File: src/rtl/instr_pkg.sv
// Shared instruction-format definitions used by the loader, the processor and the scheduler.
package instr_pkg;

  localparam int INSTR_W           = 12;
  localparam int NIBBLE_W          = 4;
  localparam int NIBBLES_PER_INSTR = 3;

  typedef logic [INSTR_W-1:0]  instr_t;
  typedef logic [NIBBLE_W-1:0] nibble_t;

  // Assembler phase: which nibble of the word the next transfer carries.
  typedef enum logic [1:0] {
    PH_HI  = 2'd0,
    PH_MID = 2'd1,
    PH_LO  = 2'd2
  } phase_e;

  function automatic instr_t make_word(input logic [INSTR_W-NIBBLE_W-1:0] hold,
                                       input nibble_t nib);
    return {hold, nib};
  endfunction

endpackage

File: src/rtl/instr_fifo.sv
// Synchronous FIFO with occupancy count and synchronous flush; the head word reads as zero when empty.
module instr_fifo #(
  parameter int DEPTH = 4,
  parameter int WIDTH = 12,
  localparam int PTR_W = $clog2(DEPTH),
  localparam int CNT_W = $clog2(DEPTH + 1)
) (
  input  logic             clock,
  input  logic             reset,
  input  logic             push_i,
  input  logic [WIDTH-1:0] data_i,
  input  logic             pop_i,
  input  logic             flush_i,
  output logic [WIDTH-1:0] data_o,
  output logic [CNT_W-1:0] count_o
);

  logic [WIDTH-1:0] mem_q [DEPTH];
  logic [PTR_W-1:0] wr_ptr_q, wr_ptr_d;
  logic [PTR_W-1:0] rd_ptr_q, rd_ptr_d;
  logic [CNT_W-1:0] count_q, count_d;
  logic             push_ok_s, pop_ok_s;

  assign push_ok_s = push_i && !flush_i && (count_q != CNT_W'(DEPTH));
  assign pop_ok_s  = pop_i && (count_q != CNT_W'(0));

  // Pointer and occupancy next state; flush overrides any handshake in the same cycle.
  always_comb begin
    wr_ptr_d = wr_ptr_q;
    rd_ptr_d = rd_ptr_q;
    count_d  = count_q;
    if (flush_i) begin
      wr_ptr_d = PTR_W'(0);
      rd_ptr_d = PTR_W'(0);
      count_d  = CNT_W'(0);
    end else begin
      if (push_ok_s) begin
        wr_ptr_d = wr_ptr_q + PTR_W'(1);
      end else begin
        wr_ptr_d = wr_ptr_q;
      end
      if (pop_ok_s) begin
        rd_ptr_d = rd_ptr_q + PTR_W'(1);
      end else begin
        rd_ptr_d = rd_ptr_q;
      end
      if (push_ok_s && !pop_ok_s) begin
        count_d = count_q + CNT_W'(1);
      end else if (pop_ok_s && !push_ok_s) begin
        count_d = count_q - CNT_W'(1);
      end else begin
        count_d = count_q;
      end
    end
  end

  always_ff @(posedge clock or posedge reset) begin
    if (reset) begin
      wr_ptr_q <= PTR_W'(0);
      rd_ptr_q <= PTR_W'(0);
      count_q  <= CNT_W'(0);
    end else begin
      wr_ptr_q <= wr_ptr_d;
      rd_ptr_q <= rd_ptr_d;
      count_q  <= count_d;
    end
  end

  always_ff @(posedge clock or posedge reset) begin
    if (reset) begin
      for (int i = 0; i < DEPTH; i++) begin
        mem_q[i] <= WIDTH'(0);
      end
    end else if (push_ok_s) begin
      mem_q[wr_ptr_q] <= data_i;
    end
  end

  always_comb begin
    if (count_q != CNT_W'(0)) begin
      data_o = mem_q[rd_ptr_q];
    end else begin
      data_o = WIDTH'(0);
    end
  end

  assign count_o = count_q;

endmodule

File: src/rtl/instr_loader.sv
// Nibble-serial instruction assembler (MSB nibble first) feeding a word FIFO towards the scheduler.
module instr_loader
  import instr_pkg::*;
#(
  parameter int DEPTH = 4,
  localparam int CNT_W = $clog2(DEPTH + 1)
) (
  input  logic                clock,
  input  logic                reset,
  input  logic [NIBBLE_W-1:0] in_data,
  input  logic                in_valid,
  output logic                in_ready,
  input  logic                flush,
  output logic [INSTR_W-1:0]  instruction,
  output logic                instr_valid,
  input  logic                instr_ready,
  output logic [CNT_W-1:0]    count,
  output logic [1:0]          phase
);

  localparam int HOLD_W = INSTR_W - NIBBLE_W;

  phase_e             phase_q, phase_d;
  logic [HOLD_W-1:0]  hold_q, hold_d;
  logic               nib_xfer_s;
  logic               push_s;
  logic               pop_s;
  logic [CNT_W-1:0]   count_s;

  // Only the last nibble needs FIFO space; the first two are held in the assembler.
  assign in_ready   = !flush && ((phase_q != PH_LO) || (count_s != CNT_W'(DEPTH)));
  assign nib_xfer_s = in_valid && in_ready;
  assign push_s     = nib_xfer_s && (phase_q == PH_LO);
  assign instr_valid = (count_s != CNT_W'(0));
  assign pop_s      = instr_valid && instr_ready;

  // Assembler next state: phase advances and the holding register loads only on a nibble transfer.
  always_comb begin
    phase_d = phase_q;
    hold_d  = hold_q;
    if (flush) begin
      phase_d = PH_HI;
      hold_d  = HOLD_W'(0);
    end else if (nib_xfer_s) begin
      case (phase_q)
        PH_HI: begin
          hold_d[HOLD_W-1 -: NIBBLE_W] = in_data;
          phase_d = PH_MID;
        end
        PH_MID: begin
          hold_d[NIBBLE_W-1:0] = in_data;
          phase_d = PH_LO;
        end
        PH_LO: begin
          phase_d = PH_HI;
        end
        default: begin
          phase_d = PH_HI;
        end
      endcase
    end else begin
      phase_d = phase_q;
      hold_d  = hold_q;
    end
  end

  always_ff @(posedge clock or posedge reset) begin
    if (reset) begin
      phase_q <= PH_HI;
      hold_q  <= HOLD_W'(0);
    end else begin
      phase_q <= phase_d;
      hold_q  <= hold_d;
    end
  end

  instr_fifo #(
    .DEPTH (DEPTH),
    .WIDTH (INSTR_W)
  ) u_fifo (
    .clock   (clock),
    .reset   (reset),
    .push_i  (push_s),
    .data_i  (make_word(hold_q, in_data)),
    .pop_i   (pop_s),
    .flush_i (flush),
    .data_o  (instruction),
    .count_o (count_s)
  );

  assign count = count_s;
  assign phase = phase_q;

endmodule

File: config.mk
export PLATFORM = sky130hd
export DESIGN_NAME = instr_loader
export DESIGN_NICKNAME = d
export VERILOG_FILES = /design/src/rtl/instr_pkg.sv /design/src/rtl/instr_fifo.sv /design/src/rtl/instr_loader.sv
export SDC_FILE = /design/constraint.sdc
export NUM_CORES = 1
export LEC_CHECK = 0
export BUFFER_PORTS_ARGS = -buffer_cell sky130_fd_sc_hd__buf_2
export CORE_UTILIZATION = 25
export CTS_CLUSTER_SIZE = 20
export DETAILED_ROUTE_END_ITERATION = 10
export GPL_TIMING_DRIVEN = 0
export HOLD_SLACK_MARGIN = 0.08
export RECOVER_POWER = 25
export SLEW_MARGIN = 30
export SYNTH_ARGS = -nofsm -noshare
export SYNTH_HDL_FRONTEND = slang
export SYNTH_SLANG_ARGS = --single-unit
File: constraint.sdc
create_clock -name clock -period 2.7 [get_ports clock]
set_input_delay 0.27 -clock clock [delete_from_list [all_inputs] [get_ports clock]]
set_output_delay 0.27 -clock clock [all_outputs]
set_load 0.005 [all_outputs]
# After elaboration in Yosys (flattened, before gate mapping)
# Index checks and enable logic that the tools add are counted.
totals:
  regBits: 65
  latch_bits: 0
  ramBits: 0
  romBits: 0
  inputBits: 9
  out_inout_bits: 19
  elab_cells: 68
  n_memories: 0
op_classes:
  addsub: 4
  n_mul: 0
  div: 0
  order_cmp: 3
  n_eq_ne: 4
  shifts: 0
  n_mux: 21
  n_bitwise: 2
  n_reduce_logical: 24
op_table:
  columns: ["operator", "n"]
  rows:
  - ["48-bit bitwise mux", 1]
  - ["12-bit two-way mux", 4]
  - ["12-bit binary-select mux with 2-bit select", 1]
  - ["12-bit demux with 2-bit select", 1]
  - ["8-bit two-way mux", 2]
  - ["2-bit two-way mux", 6]
  - ["1-bit logical AND", 10]
  - ["2-bit nonzero test", 5]
  - ["3-bit two-way mux", 3]
  - ["4-bit two-way mux", 2]
  - ["3-bit greater-or-equal comparator, second input constant", 2]
  - ["2-bit inverter with 3-bit output", 2]
  - ["3-bit nonzero test", 2]
  - ["2-bit by 1-bit adder with 2-bit output, second input constant", 2]
  - ["2-bit case mux with 2 select lines", 1]
  - ["2-bit AND reduction", 2]
  - ["3-bit by 1-bit adder with 3-bit output, second input constant", 1]
  - ["1-bit logical NOT", 3]
  - ["3-bit by 1-bit < comparator with 1-bit output, second input constant", 1]
  - ["3-bit inequality test, second input constant", 1]
  - ["3-bit by 1-bit subtractor with 3-bit output, second input constant", 1]
  - ["2-bit by 1-bit == test with 1-bit output, second input constant", 1]
  - ["2-bit == test, second input constant", 1]
  - ["2-bit logical NOT", 1]
  - ["other kinds (2)", 2]

# Depth between registers and ports, before layout
logic_depth:
  ltp_word: 12
  depth_mapped: 8

# Cells and area by module
# A second synthesis with hierarchy kept.
unflattened:
  hier_cells: 234
  hier_area_um2: 3380.7
by_module_without_submodules:
  columns: ["mod", "n_inst", "cells_each", "area_each_um2"]
  rows:
  - ["instr_fifo", 1, 187, 2864.0]
  - ["instr_loader", 1, 47, 516.7]

# Worst setup path after synthesis
# Ideal clock, no wire load.
synth_path:
  path_type: "register to register"
  startpoint: "register phase_q[0] (netlist: phase[0])"
  endpoint: "register u_fifo.count_q[2] (netlist: u_fifo.count_o[2])"
  setup_time_ns: 0.136
  arrival_time_ns: 1.786
  setup_slack_ns: 0.778
  path_stages_with_launch: 8
  path_buffers: 0
  synth_period_minus_slack_ns: 1.922
  path_cell_list: "dfrtp_1 -> and4bb_2 -> a21boi_4 -> and2_1 -> fa_1 -> nand2b_1 -> a32oi_1 -> a21oi_1"
synth_via:
  elab_chain_cells: 10
  elab_cells_between_ends: 14
  cone_classes: "eq/ne: 2; mux: 2; reduce/logical: 10"
synth_lines:
  columns: ["item", "line_no", "source"]
  rows:
  - ["start, declared", "instr_loader.sv:23", "phase_e phase_q, phase_d;"]
  - ["start signal, assigned", "instr_loader.sv:72", "phase_q <= phase_d;"]
  - ["2-bit inequality test", "instr_loader.sv:31", "assign in_ready = !flush && ((phase_q != PH_LO) || (count_s != CNT_W'(DEPTH)));"]
  - ["1-bit logical OR", "instr_loader.sv:31", null]
  - ["1-bit logical AND", "instr_loader.sv:31", null]
  - ["1-bit logical AND", "instr_loader.sv:32", "assign nib_xfer_s = in_valid && in_ready;"]
  - ["1-bit logical AND (*)", "instr_loader.sv:33", "assign push_s = nib_xfer_s && (phase_q == PH_LO);"]
  - ["1-bit logical AND (*) (2 in a row)", "instr_fifo.sv:24", "assign push_ok_s = push_i && !flush_i && (count_q != CNT_W'(DEPTH));"]
  - ["1-bit logical AND or 1-bit logical NOT (tied branches)", "instr_fifo.sv:47, instr_fifo.sv:49", null]
  - ["3-bit two-way mux or 1-bit logical AND (tied branches)", "instr_fifo.sv:47, instr_fifo.sv:49", null]
  - ["3-bit two-way mux or 3-bit nonzero test (tied branches)", null, null]
  - ["end signal, assigned", "instr_fifo.sv:65", "count_q <= count_d;"]
  - ["end, declared", "instr_fifo.sv:21", "logic [CNT_W-1:0] count_q, count_d;"]
# Mark *: on every way between the ends. The rest lies on a longest branch, timed or not.
# A chain may end at the register's enable or synchronous reset.

# Final worst setup path
layout_path:
  startpoint: "register u_fifo.rd_ptr_q[0]"
  endpoint: "output instruction[7]"
layout_via:
  elab_chain_cells: 5
layout_lines:
  columns: ["item", "line_no", "source"]
  rows:
  - ["start, declared", "instr_fifo.sv:20", "logic [PTR_W-1:0] rd_ptr_q, rd_ptr_d;"]
  - ["start signal, assigned", "instr_fifo.sv:64", "rd_ptr_q <= rd_ptr_d;"]
  - ["2-bit inverter with 3-bit output (implied by the code)", "instr_fifo.sv:81", "data_o = mem_q[rd_ptr_q];"]
  - ["12-bit binary-select mux with 2-bit select", "instr_fifo.sv:81", null]
  - ["12-bit two-way mux (implied by the code) (2 in a row)", "instr_fifo.sv:81", null]
  - ["12-bit two-way mux", "instr_fifo.sv:80", "if (count_q != CNT_W'(0)) begin"]
  - ["end, declared", "instr_loader.sv:14", "output logic [INSTR_W-1:0] instruction,"]
# Every way passes these cells. The select of a mux whose other input is x is not followed.

==> out/qor.yml <==
status: "finished, final reports clean"
synthCells: 217
finalHoldViolCount: 0
ys_types: 29
instances_no_fill: 409
vdd_drop_max_mv: 0.277
synth_top_family_by_area: "multiplexers"
gr-usage-all-layers: 0.113
synth-xor-area-share: 0.0115
avgSynthCellArea_um2: 14.1
ctsLongestPathBuffers: 2
cts-buffers-inserted: 9
fin_skew_ns: 0.00476
end_kind: "output pin"
clkTransAtPathRegs_ns: 0.05
layout_commonest_cell: "dfrtp_1"
start_util: 0.255
dp_cells: 392
die_h_um: 113
cts_setup_buffers: 0
cts_root_buf: "clkbuf_16"
route.antenna.remaining_nets: 0
n_antenna_cell: 0
syn_nets: 231
wl_per_cell_um: 15.6
dpl_cell_area_um2: 3400
worst_pin_slew_ns: 1.17
hold_path.class: "in2reg"
route.vias.total: 1833
cts_tree: "done"
grt_pass1_vias: 1919
finalSetupViolCount: 0
synth.mux.area_fraction: 0.305
relSlewSlack: 0.222
io_pins: 28
rows: 40
period_needed_ns: 2.52
cts_hold_buf: 1
die_width_um: 113
synthAdderAreaFrac: 0.0229
nets: 271
die-area_um2: 12700
powerDensity_nw_per_um2: 749
critPathLaunchType: "register"
yosysWarningCount: 0
crit_required_ns: 2.43
antenna_found_initial: 0
post_cts_resized: 0
clk_latency_ns: 0.32
final_cell_mix: "dfrtp_1 (65), mux2_2 (50), buf_2 (28), nor2_1 (18), and2_1 (13)"
total_power_mw: 2.77
power_leakage_nw: 1.82
core_area_um2: 12000
synth-simple-area-share: 0.0782
port_buffers: 27
synth_compound_area_frac: 0.0197
max_freq_mhz: 396
crit_fanout: 10
crit_type: "reg2out"
slew_viol_final: 0
final_cell_area_um2: 3700
grt_pass1_wl_mm: 10.6
drive_gt1_frac: 0.427
drtPass1Iterations: 4
via_per_inst: 4.48
arrival_ns: 2.25
ys_ff_latch: 65
fin_crit_sh: 0.935
overflow: 0
synth_area_um2: 3060
cts.sinks: 65
grt_max_degree: 48
area_growth_pct: 21.1
hpwl_mm: 4.41
rsz0062_at_grt: "false"
ctsHtreeMaxLevel: 3
fin_setup_tns_ns: 0
drv_cap: 0
drtIter0Drc: 55
place_congestion: 0.712
drt-total-wl_mm: 6.38
drc_errors: 0
synth-seq-area-share: 0.532
[critical path, stage by stage (launching register included)]
cell,delay [ns]
dfrtp_1,0.32
clkbuf_1,0.31
buf_2,0.43
mux4_2,0.57
and2_1,0.17
buf_2,0.12
[worst paths after layout]
path | from | end | slack, ns | cells after the start
max reg2reg | u_fifo.count_o[1]$_DFFE_PP0P_ | u_fifo.count_o[2]$_DFFE_PP0P_ | 0.59 | 7
min in group asynchronous | reset | u_fifo.mem_q[8]$_DFFE_PP0P_ | 0.62 | 3
max | u_fifo.rd_ptr_q[0]$_DFFE_PP0P_ | instruction[7] | 0.18 | 5
max in group asynchronous | reset | u_fifo.mem_q[35]$_DFFE_PP0P_ | 0.52 | 4
min reg2reg | u_fifo.mem_q[3]$_DFFE_PP0P_ | u_fifo.mem_q[3]$_DFFE_PP0P_ | 0.50 | 1
min | in_data[3] | u_fifo.mem_q[3]$_DFFE_PP0P_ | 0.28 | 2
[stage by stage]
step / hold WS [ns] / setup WS [ns] / util
2_1_floorplan: 0.420 / 0.778 / -
3_3_place_gp: 0.483 / 0.0369 / 0.282
3_5_place_dp: 0.248 / 0.469 / 0.285
4_1_cts: 0.271 / 0.115 / 0.311
5_1_grt: 0.290 / 0.00902 / 0.309
6_report: 0.275 / 0.175 / 0.309
[kinds of logic (layout without fill, tap and decap cells)]
logic type,after synthesis,after routing
xor gates and xnor gates,4,4
and+or+nand+nor,47,47
buffers and inverters,16,61
DFF,65,65
AOI/OAI and AO/OA,8,8
muxes,72,72
adders and majority gates,5,5
[metal layers]
layer | global-route usage | part of all wire
met5 | 0 | 0
met4 | 0.0480 | 0.011
met3 | 0.0346 | 0.035
met2 | 0.179 | 0.49
met1 | 0.143 | 0.46
[where the power goes]
part           total (mW)  internal (mW)  switching [mW]
registers            1.09           1.03          0.0528
logic               0.508          0.227           0.281
clock network        1.18          0.788           0.390
[state kept, by name (all words and copies together) (netlist names)]
register         flops
u_fifo.wr_ptr_q      2
u_fifo.count_o       3
phase                2
hold_q               8
u_fifo.mem_q        48
u_fifo.rd_ptr_q      2
[cell usage after synthesis]
library cell	number	area (µm²)
buf_2	1	5.00
nand2b_1	1	6.26
buf_6	4	45.0
xnor2_1	1	8.76
nor3b_1	1	7.51
mux4_2	12	270
dfrtp_1	65	1630
o21ai_0	1	5.00
nor4b_1	1	8.76
and2_1	13	81.3
fa_1	1	20.0
a21oi_1	4	20.0
nor3_1	2	10.0
or3_1	1	6.26
inv_1	6	22.5
and4bb_2	1	12.5
xor2_1	3	26.3
a32oi_1	1	8.76
clkbuf_1	4	15.0
nor2_1	18	67.6
mux2_2	50	563
o21bai_1	1	7.51
a21boi_4	1	18.8
nand3_1	1	5.00
buf_1	1	3.75
nand2_1	7	26.3
mux2i_1	10	100
ha_1	4	50.1
nand3b_1	1	7.51
[cell type report]
class | instances | area [µm²]
plain buffers | 10 | 68.8
repair buffers | 29 | 150
inverters | 6 | 23.8
clock inverters | 2 | 35.0
clock buffers | 14 | 274
well taps | 147 | 184
fillers | 1191 | 8260
multi-input cells | 136 | 1340
flip-flops and latches | 65 | 1630
No activity file was read; power rests on OpenSTA's default activity.
